<file path="config.mk">
export PLATFORM = sky130hd
export DESIGN_NAME = fft_frame_ctrl
export DESIGN_NICKNAME = d
export VERILOG_FILES = /design/src/rtl/fft_frame_ctrl.sv
export SDC_FILE = /design/constraint.sdc
export NUM_CORES = 1
export LEC_CHECK = 0
export CORE_ASPECT_RATIO = 0.75
export CORE_UTILIZATION = 44
export CTS_CLUSTER_SIZE = 8
export DETAILED_ROUTE_END_ITERATION = 7
export PLACE_DENSITY_LB_ADDON = 0.25
export SYNTH_ARGS = -nofsm -noshare
export SYNTH_HDL_FRONTEND = slang
export SYNTH_SLANG_ARGS = --single-unit
</file>
<file path="constraint.sdc">
create_clock -name clk -period 3.8 [get_ports clk]
set_input_delay 0.57 -clock clk [delete_from_list [all_inputs] [get_ports clk]]
set_output_delay 0.57 -clock clk [all_outputs]
set_load 0.05 [all_outputs]
</file>
<file path="src/rtl/fft_frame_ctrl.sv">
// fft_frame_ctrl: job/frame sequencer between the sample source, FFT_compute and bitrev_fifo.
// Define FFT_CTRL_PERF_EN to add the saturating busy-cycle and back-pressure stall counters.
module fft_frame_ctrl #(
  parameter int DATA_W     = 64,
  parameter int MAX_LOG2N  = 10,
  parameter int SETTLE_CYC = 16,
  parameter int TIMEOUT    = 4096
) (
  input  logic              clk,
  input  logic              rst,
  input  logic [3:0]        cfg_point,
  input  logic [7:0]        cfg_frames,
  input  logic              start,
  input  logic              src_valid,
  input  logic [DATA_W-1:0] src_data,
  output logic              src_ready,
  output logic              comp_valid,
  output logic [DATA_W-1:0] comp_data,
  output logic [3:0]        comp_point,
  input  logic              comp_out_valid,
  input  logic              sink_ready,
  output logic              busy,
  output logic              done,
  output logic              err,
  output logic [15:0]       perf_cycles,
  output logic [15:0]       perf_stalls
);

  localparam int CW = MAX_LOG2N + 1;
  localparam int SW = $clog2(SETTLE_CYC + 1) + 1;
  localparam int TW = $clog2(TIMEOUT + 1) + 1;

  typedef enum logic [2:0] {IDLE, SETTLE, LOAD, DRAIN, ERR} state_t;

  state_t        state, state_next;
  logic [3:0]    point_q;
  logic [7:0]    frames_rem;
  logic [SW-1:0] settle_cnt;
  logic [CW-1:0] in_cnt, out_cnt, in_next, out_next, frame_n;
  logic [TW-1:0] drain_cnt;
  logic          accept, cfg_ok, job_start, frame_end, last_frame, settle_end, timeout_hit;

  assign frame_n     = CW'(1) << point_q;
  assign cfg_ok      = (cfg_point != 4'd0) && (int'(cfg_point) <= MAX_LOG2N);
  assign job_start   = start && (state == IDLE || state == ERR);
  assign src_ready   = (state == LOAD) && sink_ready;
  assign accept      = src_ready && src_valid;
  assign in_next     = in_cnt + CW'(accept);
  assign out_next    = out_cnt + CW'(comp_out_valid);
  assign last_frame  = (frames_rem == 8'd0);
  assign timeout_hit = int'(drain_cnt) >= TIMEOUT;
  assign busy        = (state == SETTLE) || (state == LOAD) || (state == DRAIN);
  assign comp_point  = point_q;

  // Leave SETTLE one cycle early so the first registered comp_valid lands
  // exactly SETTLE_CYC cycles after comp_point changed.
  assign settle_end  = int'(settle_cnt) + 2 >= SETTLE_CYC;

  always_comb begin
    state_next = state;
    frame_end  = 1'b0;
    case (state)
      IDLE, ERR: if (start) state_next = cfg_ok ? SETTLE : ERR;
      SETTLE:    if (settle_end) state_next = LOAD;
      LOAD: begin
        if (in_next == frame_n) begin
          if (out_next >= frame_n) frame_end = 1'b1;
          else                     state_next = DRAIN;
        end
      end
      DRAIN: begin
        if (out_next >= frame_n) frame_end = 1'b1;
        else if (timeout_hit)    state_next = ERR;
      end
      default: state_next = IDLE;
    endcase
    if (frame_end) state_next = last_frame ? IDLE : LOAD;
  end

  // Output beats past N stay in out_cnt so they count toward the next frame.
  always_ff @(posedge clk) begin
    if (rst) begin
      state      <= IDLE;
      point_q    <= '0;
      frames_rem <= '0;
      settle_cnt <= '0;
      in_cnt     <= '0;
      out_cnt    <= '0;
      drain_cnt  <= '0;
      comp_valid <= 1'b0;
      comp_data  <= '0;
      done       <= 1'b0;
      err        <= 1'b0;
    end else begin
      state      <= state_next;
      comp_valid <= accept;
      done       <= frame_end && last_frame;
      if (accept) comp_data <= src_data;
      if (job_start) begin
        err        <= !cfg_ok;
        settle_cnt <= '0;
        in_cnt     <= '0;
        out_cnt    <= '0;
        drain_cnt  <= '0;
        if (cfg_ok) begin
          point_q    <= cfg_point;
          frames_rem <= (cfg_frames == 8'd0) ? 8'd0 : cfg_frames - 8'd1;
        end
      end else if (state == DRAIN && state_next == ERR) begin
        err <= 1'b1;
      end
      if (state == SETTLE) settle_cnt <= settle_cnt + SW'(1);
      if (frame_end) begin
        in_cnt    <= '0;
        out_cnt   <= out_next - frame_n;
        drain_cnt <= '0;
        if (!last_frame) frames_rem <= frames_rem - 8'd1;
      end else if (state == LOAD) begin
        in_cnt    <= in_next;
        out_cnt   <= out_next;
        drain_cnt <= '0;
      end else if (state == DRAIN) begin
        out_cnt   <= out_next;
        drain_cnt <= drain_cnt + TW'(1);
      end
    end
  end

`ifdef FFT_CTRL_PERF_EN
  logic [15:0] cyc_q, stall_q;

  always_ff @(posedge clk) begin
    if (rst || job_start) begin
      cyc_q   <= '0;
      stall_q <= '0;
    end else begin
      if (busy && cyc_q != 16'hFFFF) cyc_q <= cyc_q + 16'd1;
      if (state == LOAD && src_valid && !sink_ready && stall_q != 16'hFFFF)
        stall_q <= stall_q + 16'd1;
    end
  end

  assign perf_cycles = cyc_q;
  assign perf_stalls = stall_q;
`else
  assign perf_cycles = '0;
  assign perf_stalls = '0;
`endif

endmodule

</file>
After elaboration in Yosys (flattened, before gate mapping) --
Index checks and enable logic that the tools add are counted.
Storage, ports and cells: memories kept 0, latch bits 0, RAM bits 0, memory bits (read-only) 0, bits of input ports 82, register bits 124
Cells by class: eq/ne operators 6, $lt $le $gt $ge 4, muxes and demuxes 29, multiply operators 0, shift operators 1, $add $sub $neg 8, reduce and logical (&&, ||, !) cells 23, div/mod/pow operators 0, bitwise gates (word level) 0
Operators with widths (count):
- two-way mux 11 bit | 5
- two-way mux 8 bit | 5
- two-way mux 14 bit | 2
- two-way mux 3 bit | 8
- adder 11 x 1 -> 11 bit | 2
- zero test 8 bit | 2
- subtractor 8 x 1 -> 8 bit (second input constant) | 2
- adder 14 x 1 -> 14 bit (second input constant) | 1
- >= comparator 14 x 13 -> 1 bit (second input constant) | 1
- two-way mux 6 bit | 2
- case mux 3 bit (4 select lines) | 1
- == test 11 bit | 1
- >= comparator 11 bit | 1
- left shift 1 x 4 -> 11 bit (first input constant) | 1
- subtractor 11 bit | 1
- nonzero test 2 bit | 4
- nonzero test 4 bit | 2
- adder 6 x 2 -> 7 bit (second input constant) | 1
- >= comparator 7 x 5 -> 1 bit (second input constant) | 1
- adder 6 x 1 -> 6 bit (second input constant) | 1
- == test 3 x 2 -> 1 bit (second input constant) | 2
- == test 3 bit (second input constant) | 2
- logical AND 1 bit | 6
- less-or-equal comparator 4 bit (second input constant) | 1
- other kinds (10) | 16

Logic depth before layout (Yosys ltp) --
depth in word-level cells 12, depth in mapped cells 19, depth with buffers taken out 15

Least setup slack after synthesis --
OpenSTA, ideal clock, no wires.
path type register to register, from reg state[2], to reg frames_rem[4], arrival 4.134 ns, cell stages (with the launch flop) 18, period minus slack after synthesis 4.209 ns, setup slack -0.409 ns, data required time 3.726 ns, path through dfxtp_1 > nand2b_1 > nor2_1 > and2_1 > nand2_1 > inv_1 > clkbuf_1 > ha_1 > ha_1 > and4_1 > a21oi_1 > or4_1 > nand3_1 > a41oi_1 > or3_1 > buf_2 > or3_1 > a31oi_1
On the way: cells in the longest elaborated chain, start to end 8, elaborated cells between the ends (all ways) 15
RTL lines:
- start, declared | line 35 | state_t state, state_next;
- start signal, assigned | line 95 | state <= state_next;
- == test 3 x 2 -> 1 bit | line 46 | assign src_ready = (state == LOAD) && sink_ready;
- logical AND 1 bit | line 46
- via src_ready | line 16 | output logic src_ready,
- logical AND 1 bit | line 47 | assign accept = src_ready && src_valid;
- via accept | line 41 | logic accept, cfg_ok, job_start, frame_end, last_frame, settle_end, timeout_hit;
- adder 11 x 1 -> 11 bit | line 48 | assign in_next = in_cnt + CW'(accept);
- == test 11 bit | line 66 | if (in_next == frame_n) begin
- two-way mux 1 bit | line 66
- case mux 1 bit (2 select lines) | line 62 | case (state)
- two-way mux 8 bit | line 113 | if (frame_end) begin
- end signal, assigned | line 107 | frames_rem <= (cfg_frames == 8'd0) ? 8'd0 : cfg_frames - 8'd1;
- end signal, assigned | line 117 | if (!last_frame) frames_rem <= frames_rem - 8'd1;
- end, declared | line 37 | logic [7:0] frames_rem;
The timed path passes the listed nets, and every way through them passes these cells. A chain may end at the register's enable or synchronous reset.

Worst setup path after layout --
from reg state[2], to reg out_cnt[6]
On the way: cells in the longest elaborated chain, start to end 8, elaborated cells between the ends (all ways) 16
RTL lines:
- == test 3 x 2 -> 1 bit | line 46, 62, 118
- logical AND 1 bit | line 46
- logical AND 1 bit | line 47
- adder 11 x 1 -> 11 bit | line 48
- == test 11 bit | line 66
- two-way mux 1 bit | line 66
- case mux 1 bit (2 select lines) | line 62
- nonzero test 4 bit (no source line) / two-way mux 11 bit (equally long branches)
- end signal, assigned | line 115 | out_cnt <= out_next - frame_n;
- end signal, assigned | line 120 | out_cnt <= out_next;
- end signal, assigned | line 123 | out_cnt <= out_next;
- end, declared | line 39 | logic [CW-1:0] in_cnt, out_cnt, in_next, out_next, frame_n;
Parallel ways exist; a longest one is shown, timed or not.

==> impl_metrics.yaml <==
cells_and_area:
  post-route-util_pct: 62.88
  syn2layout_area_growth_pct: 37.92
  nets: 1147
  layout-drive-gt1-share_pct: 9.858
  layout.cells.non_filler: 1255
  diodes: 0
  fillers: 1286
sta:
  fin_crit_ns: 3.552
  fmax_mhz: 281.5
  hold_viol_final: 0
  tightest_slew_ns: 1.077
  clock_skew_ns: 0.01106
  fin_crit_sh_pct: 93.47
  maxSlewHeadroom_pct: 28.02
  drv_slew: 0
  setup_viol: 0
routing:
  vias: 6497
  drc: 0
  antenna_left: 0
  detail_route.wl_per_cell_um: 14.14
  drtIter0Drc: 514
  drt_wl_total_um: 17750
  viasPerCell: 5.177
  firstDrtPassIters: 6
floorplan:
  floorplan.initialDensity_pct: 45.59
  num_rows: 38
  die_y_um: 108.5
  io_pins: 187
  core_area_um2: 14600
  die_x_um: 144.0
  die_area_um2: 15630
logic_synthesis:
  synth_commonest_cells: "nand2_1 (187), dfxtp_1 (124), a21oi_1 (107)"
  synthTopCellsByArea: "dfxtp_1 (37%), nand2_1 (11%), a21oi_1 (8.0%), ha_1 (4.1%), buf_4 (3.8%)"
  netlist_instances: 875
  synth.cell_area_um2: 6655
  synth.distinct_cells: 56
  synth.top_cell.area_share_pct: 37.30
  post-synth-top-count-cell: "nand2_1"
  avgSynthCellArea_um2: 7.606
  synth_flop_cell: "dfxtp_1"
  synth-edff-count: 0
  yosysSeqAreaShare_pct: 37.30
  yosys_register_bits: 124
  ys_async_sr_fraction_pct: 0
  yosysWarnings: 0
  yosys.area.top_type: "dfxtp_1"
global_route:
  grt-ovfl-total: 0
  grt_pass1_vias: 5777
  grt_max_degree: 75
  grt_pass1_wl_um: 28260
  grt_util_all_layers_pct: 22.70
  grt_antenna_before_repair: 0
clock_tree:
  clock_sinks: 124
  cts_buffers: 17
  holdBufCountCts: 0
  clockRootBuffer: "clkbuf_16"
  cts_tree: "done"
  htree_levels: 4
  clockBufferDepth: 2
  clk_latency_ns: 0.42
  clkTransAtPathRegs_ns: 0.06
job:
  maxCapViolCount: 0
critical_path:
  cp.required_ns: 4.14
  ff2ff_setup_slack_ns: 0.25
  worstPathArrival_ns: 3.90
  critPathKind: "reg2reg"
  worstRegToRegCells: 17
  crit_path_max_fanout: 13
  cp-end-kind: "flip-flop"
  start_kind: "flip-flop"
hold_path:
  hold_path_class: "reg2reg"
  min_delay_path_depth: 2
placed_design:
  portBuffers: 154
  gp_congestion: 0.8729
  dp.cells: 1223
  dp_hpwl_um: 12460
power_and_ir_drop:
  p_leak_nw: 3.468
  power_density_nw_per_um2: 395.5
  peakVddDrop_mv: 0.3215
status:
  outcome: "finished clean"
[cell usage in the layout (no fill, tap or decap), types with 8 or more instances in the layout]
cell / synthesis / layout
ha_1: 22 / 20
nand3_1: 42 / 42
dfxtp_1: 124 / 124
xor2_1: 13 / 13
inv_1: 20 / 19
o21a_1: 8 / 8
nand2_1: 187 / 186
nor2b_1: 11 / 11
and3_1: 15 / 15
a21oi_1: 107 / 107
xnor2_1: 18 / 17
nand2b_1: 10 / 10
nor3_1: 14 / 13
clkbuf_16: 0 / 17
nor2_1: 64 / 63
conb_1: 1 / 32
a31oi_1: 19 / 19
buf_4: 34 / 50
o21ai_0: 14 / 14
clkdlybuf4s50_1: 0 / 153
[logic make-up (layout without fill, tap and decap cells)]
logic type                 Yosys count  count (layout)  share of synthesized area (%)
and+or+nand+nor                    385             385                          26.75
AOI/OAI and AO/OA                  196             196                          17.43
DFF                                124             124                          37.30
buffers and inverters              107             256                          8.159
xor gates and xnor gates            34              34                          5.095
adders and majority gates           23              23                          4.437
muxes                                5               5                         0.7708
other                                1              32                        0.05635
[final timing paths]
check / startpoint / to
hold reg to reg: comp_data[62]$_SDFFE_PP0N_ / comp_data[62]$_SDFFE_PP0N_
hold / removal: comp_data[62]$_SDFFE_PP0N_ / comp_data[62]$_SDFFE_PP0N_
setup / recovery: state[2]$_SDFF_PP0_ / out_cnt[6]$_SDFFE_PP0P_
setup reg to reg: state[2]$_SDFF_PP0_ / out_cnt[6]$_SDFFE_PP0P_
[per-layer routing]
metal | part of all wire (%) | global-route usage, % | vias up
met4 | 0.63 | 6.003 | 0
met2 | 45 | 35.13 | 195
met5 | 0 | 0 | -
met3 | 6.4 | 5.447 | 12
li1 | - | - | 3285
met1 | 47 | 31.41 | 3005
[layout make-up]
| cell class | instances | area [um2] | share of cell area, % |
|---|---|---|---|
| Multi-Input combinational cell | 675 | 3787 | 41.26 |
| Clock buffer | 18 | 429.2 | 4.676 |
| Clock inverter | 14 | 227.7 | 2.481 |
| Sequential cell | 124 | 2482 | 27.04 |
| Tap cell | 200 | 250.2 | 2.726 |
| Inverter | 20 | 75.07 | 0.8179 |
| Timing Repair Buffer | 204 | 1927 | 20.99 |
[report_power, final]
part           total (W)  internal [W]  switching (W)
clock network    0.00183       0.00118       0.000648
registers        0.00133       0.00131      0.0000182
logic           0.000469      0.000205       0.000265
total            0.00363       0.00270       0.000931
[repair_timing]
action | CTS | global route
endpoints found under the setup margin | 0 | 45
setup buffers | 0 | 0
gates resized for setup | 0 | 6
[critical path, cell delays in order, from the launching register on]
cell and delay (ns):
dfxtp_1 0.31, nand2b_1 0.16, nor2_2 0.19, and2_4 0.19, nand2_2 0.06, inv_2 0.08
ha_2 0.22, ha_2 0.18, and4_1 0.22, a21oi_1 0.09, or4_1 0.52, nand3_1 0.12
a41oi_1 0.14, buf_4 0.17, nor3_2 0.13, buf_4 0.22, mux2_2 0.35, a21oi_1 0.12
[per-stage QoR]
stage	total power (W)	cell area [um2]	setup WS (ns)	hold WS (ns)	setup TNS, ns
6_report	0.003630	9179	0.2481	0.4528	0
5_1_grt	0.003751	9179	-0.02212	0.4724	-0.06073
4_1_cts	0.003645	9150	0.1140	0.4545	0
3_5_place_dp	0.001819	8493	-0.1775	0.4459	-4.650
3_3_place_gp	0.001817	8493	-0.08984	0.4410	-0.7420
2_1_floorplan	0.001663	6778	0.005463	0.4568	0
[flip-flops by register name, summed over array words and instances (netlist names)]
signal	count
out_cnt	11
err	1
done	1
state	3
comp_data	64
frames_rem	8
drain_cnt	14
in_cnt	11
comp_valid	1
comp_point	4
settle_cnt	6
Power figures use the tool's default switching activity.
